### config.mk
export PLATFORM = sky130hd
export DESIGN_NAME = countdown_timer
export DESIGN_NICKNAME = d
export VERILOG_FILES = /design/src/rtl/countdown_timer_pkg.sv /design/src/rtl/equal_zero.sv /design/src/rtl/countdown_timer.sv
export SDC_FILE = /design/constraint.sdc
export NUM_CORES = 1
export LEC_CHECK = 0
export CAP_MARGIN = 20
export CORE_AREA = 2 2 39 41
export DETAILED_ROUTE_END_ITERATION = 10
export DIE_AREA = 0 0 41 43
export DONT_BUFFER_PORTS = 1
export GPL_TIMING_DRIVEN = 0
export PLACE_DENSITY = 0.79
export SYNTH_ARGS = -nofsm -noshare
export SYNTH_HDL_FRONTEND = slang
export SYNTH_HIERARCHICAL = 1
export SYNTH_SLANG_ARGS = --single-unit
### constraint.sdc
create_clock -name i_clk -period 4 [get_ports i_clk]
set_clock_uncertainty 0.1 [all_clocks]
set_input_delay 0.8 -clock i_clk [delete_from_list [all_inputs] [get_ports i_clk]]
set_output_delay 0.8 -clock i_clk [all_outputs]
set_load 0.03 [all_outputs]
### src/rtl/countdown_timer_pkg.sv
// Shared definitions for the countdown timer: FSM state encoding, count width
// and the prescaler width helper.
package countdown_timer_pkg;

   typedef enum logic {
      ST_IDLE = 1'b0,
      ST_RUN  = 1'b1
   } state_t;

   localparam int COUNT_W = 8;

   // Prescaler width is ceil(log2(prescale)), but never narrower than one bit.
   function automatic int presc_width(input int prescale);
      return (prescale <= 2) ? 1 : $clog2(prescale);
   endfunction

endpackage

### src/rtl/equal_zero.sv
// Zero detector: flags when the input word is all zeros.
module equal_zero #(
   parameter int WIDTH = 8
) (
   input  logic [WIDTH-1:0] i_value,
   output logic             o_zero
);

   assign o_zero = (i_value == '0);

endmodule

### src/rtl/countdown_timer.sv
// Loadable 8-bit down-counter with prescaler, pause/abort control and a
// registered expiry strobe; optional auto-reload keeps it running periodically.
module countdown_timer
   import countdown_timer_pkg::*;
#(
   parameter int PRESCALE    = 1,
   parameter bit AUTO_RELOAD = 1'b0
) (
   input  logic               i_clk,
   input  logic               i_rst,
   input  logic               i_load_valid,
   input  logic [COUNT_W-1:0] i_load_value,
   output logic               o_load_ready,
   input  logic               i_pause,
   input  logic               i_abort,
   output logic [COUNT_W-1:0] o_count,
   output logic               o_busy,
   output logic               o_expire,
   output logic               o_zero
);

   localparam int              PS_W   = presc_width(PRESCALE);
   localparam logic [PS_W-1:0] PS_MAX = PS_W'(PRESCALE - 1);
   localparam logic [PS_W-1:0] PS_ONE = PS_W'(1);

   state_t             state_r,  state_n;
   logic [COUNT_W-1:0] count_r,  count_n;
   logic [COUNT_W-1:0] reload_r, reload_n;
   logic [PS_W-1:0]    presc_r,  presc_n;
   logic               expire_r, expire_n;
   logic               tick;

   always_ff @(posedge i_clk) begin
      if (i_rst) begin
         state_r  <= ST_IDLE;
         count_r  <= '0;
         reload_r <= '0;
         presc_r  <= '0;
         expire_r <= 1'b0;
      end else begin
         state_r  <= state_n;
         count_r  <= count_n;
         reload_r <= reload_n;
         presc_r  <= presc_n;
         expire_r <= expire_n;
      end
   end

   always_comb begin
      state_n  = state_r;
      count_n  = count_r;
      reload_n = reload_r;
      presc_n  = presc_r;
      expire_n = 1'b0;
      tick     = 1'b0;
      case (state_r)
         ST_IDLE: begin
            // Pause and abort have no meaning here; only the load port matters.
            if (i_load_valid) begin
               count_n  = i_load_value;
               reload_n = i_load_value;
               presc_n  = '0;
               if (i_load_value != '0) state_n  = ST_RUN;
               else                    expire_n = 1'b1;
            end
         end
         ST_RUN: begin
            if (i_abort) begin
               state_n = ST_IDLE;
               count_n = '0;
               presc_n = '0;
            end else if (!i_pause) begin
               if (presc_r == PS_MAX) begin
                  presc_n = '0;
                  tick    = 1'b1;
               end else begin
                  presc_n = presc_r + PS_ONE;
               end
            end
            // RUN is only entered with a non-zero count, so the last tick sees 1.
            if (tick) begin
               if (count_r > COUNT_W'(1)) begin
                  count_n = count_r - COUNT_W'(1);
               end else begin
                  expire_n = 1'b1;
                  if (AUTO_RELOAD) begin
                     count_n = reload_r;
                  end else begin
                     count_n = '0;
                     state_n = ST_IDLE;
                  end
               end
            end
         end
         default: state_n = ST_IDLE;
      endcase
   end

   assign o_count      = count_r;
   assign o_busy       = (state_r == ST_RUN);
   assign o_load_ready = (state_r == ST_IDLE);
   assign o_expire     = expire_r;

   equal_zero #(
      .WIDTH (COUNT_W)
   ) u_equal_zero (
      .i_value (count_r),
      .o_zero  (o_zero)
   );

endmodule
==> metrics.cfg, run 1 <==
[worst_setup_path]
crit-reg2reg-capture=o_count[7]
critPathMaxFanout=9
cp.arrival_ns=1.79
worst_setup_path_start_kind=flip-flop
crit_path_end_kind=output port
max_stage_delay_ns=0.58
reg2reg_from=o_count[0]
path_cells=or4_1, nor2_1
reg2reg_slack_ns=1.76
r2r_cells=6
crit_type=reg2out
crit_slowest_cell=or4_1
crit_required_ns=3.10

[layout]
syn2layout_area_growth_pct=6.193
drive_above_1_share_pct=14.29
final_common_cell=dfxtp_1
final_area_um2=729.5
diodes=0
most-common-layout-cells=dfxtp_1 (10), inv_1 (6), o21ai_0 (6)
multiInputGateArea_um2=440.4
seq_area_um2=200.2
nets=101
fill_cells=133

[floorplanning]
rows=14
die_x_um=41
die-area_um2=1763
ios=25
initial_core_util_pct=49.64
coreArea_um2=1384
fp.dieH_um=43

[logic_synthesis]
synth-main-ff-cell=dfxtp_1
synth_area_leader_cell=dfxtp_1
synth_top_area_share_pct=29.14
synth_nets=96
synthCells=81
yosys-top-cells-area=dfxtp_1 (29%), a221oi_1 (5.1%), o21ai_0 (4.4%), a21oi_1 (3.6%), ha_1 (3.6%)
synth_seq_cells=10
ys_seq_area_share_pct=29.14
syn_area_um2=686.9
syn_area_per_cell_um2=8.480
async_flop_share_pct=0
synth_edf_count=0
yosys_warnings=6
synth_cell_types=36

[grt]
grt.total_usage_pct=24.50
grt_first_pass_wirelength_um=2898
antenna_found_initial=0
globalRouteOverflowTotal=0
grt_pass1_vias=640
grt_max_degree=11

[detailed_routing]
drc=0
drtAntennaViolNets=0
wl_per_cell_um=18.09
drt_iter0_markers=37
firstDrtPassIters=5
vias=705
drt-total-wl_um=1809
viasPerCell=7.050

[sta]
slew_headroom_pct=62.76
finalHoldViolations=0
setup_violations=0
rsz0062_at_grt=no
finalCritPeriodShare_pct=67.29
fmax_mhz=371.5
setup_tns_ns=0
finalMaxSlewViolations=0
tightest_slew_ns=0.5578
layout_min_cycle_time_ns=2.692

[clock_tree]
holdBufCountCts=0
numCtsBuffers=3
cts_sinks=10
cts-htree-levels=1
cts.root.buffer_cell=clkbuf_4
insertion_delay_ns=0.27
cts_setup_buffers=0
cts_buffer_depth=2
cts_tree=yes
clkTransAtPathRegs_ns=0.07
cts_resized=0

[place]
routabilityCongestion=0.8924
io_buffers=0
dpl_cell_area_um2=706.9
dp_hpwl_um=1302

[pwr]
powerDensity_nw_per_um2=386.6
peakVddDrop_mv=0.1877
leakage_nw=0.2632

[job]
drv_cap=0

[outcome]
status=finished, final reports clean

[hold_path]
hold_path.class=reg2reg
whs_endpoint=o_count[1]
hold_depth=2
min_from=o_count[1]

==> registers in the layout, summed over array words and instances, names as in the netlist <==
name and count:
o_busy 1, o_count 8, o_expire 1
==> layer usage <==
layer  GRT usage (%)  routed length [um]  up-vias
met3           7.853                 150        6
met1           30.29                 717      325
met4           12.00                  48        0
li1                -                   -      329
met5               0                   0        -
met2           36.56                 892       45
==> worst max-delay path: cells and delay by family, from the launching register on <==
family	cells	cell delay [ns]
and+or+nand+nor	2	1.04
DFF	1	0.48
==> cell families (layout without fill, tap and decap cells) <==
| family | after synthesis | in the layout | synth area share [%] |
|---|---|---|---|
| buffers and inverters | 8 | 11 | 6.739 |
| adders and majority gates | 2 | 2 | 3.642 |
| and+or+nand+nor | 30 | 30 | 27.87 |
| DFF | 10 | 10 | 29.14 |
| AOI/OAI and AO/OA | 31 | 31 | 32.61 |
==> Yosys cell counts, types with 3 or more instances <==
cell type,n
nor4_1,3
nor3_1,3
a221oi_1,4
inv_1,6
a211oi_1,3
a21oi_1,5
o21ai_0,6
nor2_1,4
nand2_1,4
dfxtp_1,10
==> report_power, final <==
part / leakage (nW) / switching (mW) / total (mW) / internal, mW
clock: 0.0138 / 0.0363 / 0.0711 / 0.0349
combinational: 0.167 / 0.0430 / 0.0737 / 0.0307
sequential: 0.0825 / 0.0295 / 0.137 / 0.108
total: 0.263 / 0.109 / 0.282 / 0.173
==> metrics by stage <==
stage          hold WS [ns]  util (%)  setup slack (ns)  std cells  total power, mW
2_1_floorplan        0.5546         -             1.680         81           0.1950
3_3_place_gp         0.6087     51.09             1.608         97           0.2079
3_5_place_dp         0.6107     51.09             1.610         97           0.2105
4_1_cts              0.6277     52.71             1.311        100           0.2813
5_1_grt              0.6366     52.71             1.240        100           0.2982
6_report             0.6207     52.71             1.308        100           0.2820
==> cell type report <==
type	count	area share (%)
Multi-Input combinational cell	63	60.38
Buffer	2	3.259
Tap cell	16	2.744
Clock buffer	3	3.087
Inverter	6	3.087
Sequential cell	10	27.44
==> worst max-delay path by stage <==
| stage | slack (ns) | endpoint | cells past startpoint | startpoint |
|---|---|---|---|---|
| after floorplan | 1.68 | o_zero | 2 | o_count[7] |
| after global placement | 1.61 | o_zero | 2 | o_count[7] |
| after detailed placement | 1.61 | o_zero | 2 | o_count[7] |
| after CTS | 1.31 | o_zero | 2 | o_count[7] |
| after global routing | 1.24 | o_zero | 2 | o_count[7] |
| final | 1.31 | o_zero | 2 | o_count[7] |
(Power assumes the default switching activity.)
==> inputs of run 2 (changes only) <==
--- a/config.mk
+++ b/config.mk
@@ -6,12 +6,12 @@
 export NUM_CORES = 1
 export LEC_CHECK = 0
 export CAP_MARGIN = 20
-export CORE_AREA = 2 2 39 41
+export CORE_MARGIN = 1
+export CORE_UTILIZATION = 53
 export DETAILED_ROUTE_END_ITERATION = 10
-export DIE_AREA = 0 0 41 43
 export DONT_BUFFER_PORTS = 1
 export GPL_TIMING_DRIVEN = 0
-export PLACE_DENSITY = 0.79
+export PLACE_DENSITY = 0.83
 export SYNTH_ARGS = -nofsm -noshare
 export SYNTH_HDL_FRONTEND = slang
 export SYNTH_HIERARCHICAL = 1
==> constraint.sdc (replaced) <==
create_clock -name i_clk -period 2.4 [get_ports i_clk]
set_clock_uncertainty 0.1 [all_clocks]
set_input_delay 0.48 -clock i_clk [delete_from_list [all_inputs] [get_ports i_clk]]
set_output_delay 0.48 -clock i_clk [all_outputs]
set_load 0.03 [all_outputs]
==> metrics.cfg, run 2 (synthesis results as in run 1) <==
[floorplanning]
die_x_um=38
coreArea_um2=1156
initial_core_util_pct=59.42
rows=12
fp.dieH_um=38
die-area_um2=1444
ios=25

[hold_path]
hold_path.class=in2reg
min_from=i_load_value[7]

[pwr]
fin_total_pwr_mw=0.5021
leakage_nw=0.2741
powerDensity_nw_per_um2=669.9
peakVddDrop_mv=0.3721

[clock_tree]
insertion_delay_ns=0.26
numCtsBuffers=3
cts_tree=yes
holdBufCountCts=0
cts_sinks=10
cts_setup_buffers=0
cts.root.buffer_cell=clkbuf_4
clkTransAtPathRegs_ns=0.07
cts_resized=0
cts-htree-levels=1
cts_buffer_depth=2

[sta]
finalCritPeriodShare_pct=94.23
slew_headroom_pct=60.22
rsz0062_at_grt=no
layout_min_cycle_time_ns=2.262
setup_violations=0
finalHoldViolations=0
tightest_slew_ns=0.5958
finalMaxSlewViolations=0
setup_tns_ns=0
fmax_mhz=442.2

[place]
dp.cells=95
io_buffers=0
dp_hpwl_um=1275
routabilityCongestion=0.9130
dpl_cell_area_um2=704.4

[outcome]
status=finished, final reports clean

[layout]
nets=101
diodes=0
final_area_um2=749.5
final_common_cell=dfxtp_1
largest_reg_flops=8
drive_above_1_share_pct=16.47
syn2layout_area_growth_pct=9.107
most-common-layout-cells=dfxtp_1 (10), inv_1 (6), o21ai_0 (6)
fin_cells=99

[worst_setup_path]
cp.arrival_ns=2.31
crit_required_ns=2.45
crit_buf_inv=0
max_stage_delay_ns=0.65
cp-startpoint=o_count[3]
cpLargestDelayFamily=compound AO/OA/AOI/OAI gates
critPathMaxFanout=10
crit_slowest_cell=or4_4
path_cells=or4_4, o31a_2, a32o_1, a32o_1
critPathMostFrequentCell=a32o_1
crit_path_end_kind=flip-flop
crit_type=reg2reg
worst_setup_path_start_kind=flip-flop
reg2reg_from=o_count[3]

[grt]
antenna_found_initial=0
grt.total_usage_pct=27.43
grt_pass1_vias=609
grt_max_degree=11
grt_first_pass_wirelength_um=2704
globalRouteOverflowTotal=0

[detailed_routing]
firstDrtPassIters=4
vias=708
drc=0
viasPerCell=7.152
drtAntennaViolNets=0
drt-total-wl_um=1747
drt_iter0_markers=31
wl_per_cell_um=17.65

[job]
drv_cap=0

run 2: changes by cell type in the layout (fill, tap and decap cells not counted):
cell / before / now
nor3b_2: 1 / 0
nor2_1: 4 / 3
clkbuf_8: 1 / 2
nor3b_4: 0 / 1
nor2_2: 0 / 1
run 2: final timing paths:
path / endpoint / slack (ns) / depth (start not counted)
worst max-delay path: o_count[4] / 0.14 / 4
worst min register to register: o_count[1] / 0.62 / 2
worst max register to register: o_count[4] / 0.14 / 4
worst min-delay path: o_expire / 0.32 / 3
run 2: stage by stage:
step | hold WS (ns) | util, % | setup WS (ns)
finish | 0.3157 | 64.83 | 0.1384
global route | 0.3221 | 64.83 | 0.03739
CTS | 0.3214 | 64.07 | 0.03360
detailed placement | 0.5947 | 60.93 | 0.1821
global placement | 0.5922 | 60.93 | 0.1944
floorplan | 0.5546 | - | 0.3198
run 2: worst register-to-register path, delay by kind of cell, from the launching register on:
family	cells	cell delay (ns)
and+or+nand+nor	1	0.66
DFF	1	0.50
AOI/OAI and AO/OA	3	0.89
run 2: cell type report:
| cell class | instances | area [um^2] |
|---|---|---|
| Tap cell | 14 | 17.52 |
| Fill cell | 116 | 406.6 |
| Multi-Input combinational cell | 63 | 449.2 |
| Clock buffer | 4 | 36.28 |
| Sequential cell | 10 | 200.2 |
| Buffer | 2 | 23.77 |
| Inverter | 6 | 22.52 |
run 2: routing by layer:
layer / vias up / global-route usage (%) / part of all wire [%]
met5: - / 0 / 0
met4: 0 / 13.39 / 2.6
met3: 7 / 5.814 / 9.1
met2: 53 / 43.10 / 45
met1: 320 / 35.38 / 43
li1: 328 / - / -
run 2: power by group:
| group | internal (mW) | switching [mW] |
|---|---|---|
| Clock | 0.0920 | 0.0565 |
| Sequential | 0.179 | 0.0490 |
| Combinational | 0.0526 | 0.0725 |
==> inputs of run 3 (changes only) <==
--- a/config.mk
+++ b/config.mk
@@ -6,12 +6,13 @@
 export NUM_CORES = 1
 export LEC_CHECK = 0
 export CAP_MARGIN = 20
-export CORE_MARGIN = 1
-export CORE_UTILIZATION = 53
+export CORE_ASPECT_RATIO = 1.1
+export CORE_UTILIZATION = 45
 export DETAILED_ROUTE_END_ITERATION = 10
 export DONT_BUFFER_PORTS = 1
 export GPL_TIMING_DRIVEN = 0
-export PLACE_DENSITY = 0.83
+export PLACE_DENSITY = 0.74
+export RECOVER_POWER = 100
 export SYNTH_ARGS = -nofsm -noshare
 export SYNTH_HDL_FRONTEND = slang
 export SYNTH_HIERARCHICAL = 1
==> metrics.cfg, run 3 (synthesis results as in run 1) <==
[detailed_routing]
firstDrtPassIters=4
wl_per_cell_um=17.46
route.met2.wl_um=849
vias=707
drtAntennaViolNets=0
wl_met3_um=147
met1_length_um=730
top_layer=met4
viasPerCell=7.070
drc=0
drt-total-wl_um=1746
drt_iter0_markers=30

[worst_setup_path]
crit_slowest_cell=or4_1
crit_required_ns=1.82
path_cells=or4_1, nor2_2
reg2reg_slack_ns=0.14
endpoint=o_zero
critPathMaxFanout=9
cp.arrival_ns=1.69
crit_type=reg2out
r2r_cells=4
max_stage_delay_ns=0.61
reg2reg_from=o_count[3]
crit-reg2reg-capture=o_count[4]
crit_path_end_kind=output port
cp-startpoint=o_count[7]
worst_setup_path_start_kind=flip-flop

[place]
routabilityCongestion=0.8734
dp_hpwl_um=1313
io_buffers=0
dpl_cell_area_um2=706.9
dp_slack_ns=0.2008

[clock_tree]
cts_setup_buffers=0
cts_buffer_depth=2
cts_tree=yes
cts.root.buffer_cell=clkbuf_4
cts-htree-levels=1
clkTransAtPathRegs_ns=0.06
cts_sinks=10
numCtsBuffers=3
holdBufCountCts=0
insertion_delay_ns=0.27

[sta]
finalCritPeriodShare_pct=94.57
slew_headroom_pct=63.63
layout_min_cycle_time_ns=2.270
setup_tns_ns=0
finalMaxSlewViolations=0
rsz0062_at_grt=no
tightest_slew_ns=0.5448
setup_violations=0
finalHoldViolations=0
setup_slack_ns=0.1302
fmax_mhz=440.6

[layout]
final_area_um2=726.9
nets=101
final_common_cell=dfxtp_1
fill_cells=150
seq_area_um2=200.2
diodes=0
largest_reg_flops=8
most-common-layout-cells=dfxtp_1 (10), inv_1 (6), o21ai_0 (6)
multiInputGateArea_um2=437.9
drive_above_1_share_pct=13.10
syn2layout_area_growth_pct=5.829

[hold_path]
hold_path.class=in2reg

[floorplanning]
fp.dieH_um=42.98
initial_core_util_pct=49.02
rows=14
ios=25
coreArea_um2=1401
die_x_um=39.25
die-area_um2=1687

[pwr]
powerDensity_nw_per_um2=637.3
peakVddDrop_mv=0.3698
leakage_nw=0.2628
fin_total_pwr_mw=0.4633

[grt]
globalRouteOverflowTotal=0
antenna_found_initial=0
grt_pass1_vias=619
grt_first_pass_wirelength_um=2835
grt.total_usage_pct=23.91
grt_max_degree=11

[job]
drv_cap=0

[outcome]
status=finished, final reports clean

-- run 3: area by class of cell --
cell class	instances	area share, %
multi-input cells	63	60.24
well taps	16	2.754
plain buffers	2	3.270
inverters	6	3.098
flip-flops and latches	10	27.54
clock buffers	3	3.098
-- run 3: how the worst min path moves through the flow --
stage,startpoint,to,slack (ns),depth (start not counted)
2_1_floorplan,o_count[1],o_count[1],0.55,2
3_3_place_gp,i_load_value[6],o_count[6],0.59,2
3_5_place_dp,i_load_value[6],o_count[6],0.59,2
4_1_cts,i_load_value[6],o_count[6],0.32,2
5_1_grt,i_rst,o_count[2],0.33,2
6_report,i_load_value[6],o_count[6],0.31,2
-- run 3: per-layer routing --
| layer | up-vias | track usage (%) |
|---|---|---|
| met4 | 0 | 6.207 |
| li1 | 328 | - |
| met1 | 337 | 32.68 |
| met5 | - | 0 |
| met3 | 3 | 7.853 |
| met2 | 39 | 35.67 |
-- run 3: where the power goes --
group / internal (mW) / switching (mW) / total (mW)
logic: 0.0486 / 0.0717 / 0.120
registers: 0.179 / 0.0483 / 0.228
clock network: 0.0580 / 0.0573 / 0.115
total: 0.286 / 0.177 / 0.463
-- run 3: timing repair --
item                                    4_1_cts  5_1_grt
gates resized for setup                       0        1
endpoints found under the hold margin         0        0
endpoints found under the setup margin        0        1
-- run 3: per-stage QoR --
stage | std cells | utilization [%] | hold slack [ns]
finish | 100 | 51.88 | 0.3134
CTS | 100 | 52.05 | 0.3175
detailed placement | 97 | 50.45 | 0.5878
floorplan | 81 | - | 0.5546
global route | 100 | 51.88 | 0.3281
global placement | 97 | 50.45 | 0.5939
-- run 3: critical path: cells and delay by family, from the launching register on --
family / cells / cell delay (ns)
DFF: 1 / 0.48
and+or+nand+nor: 2 / 0.94
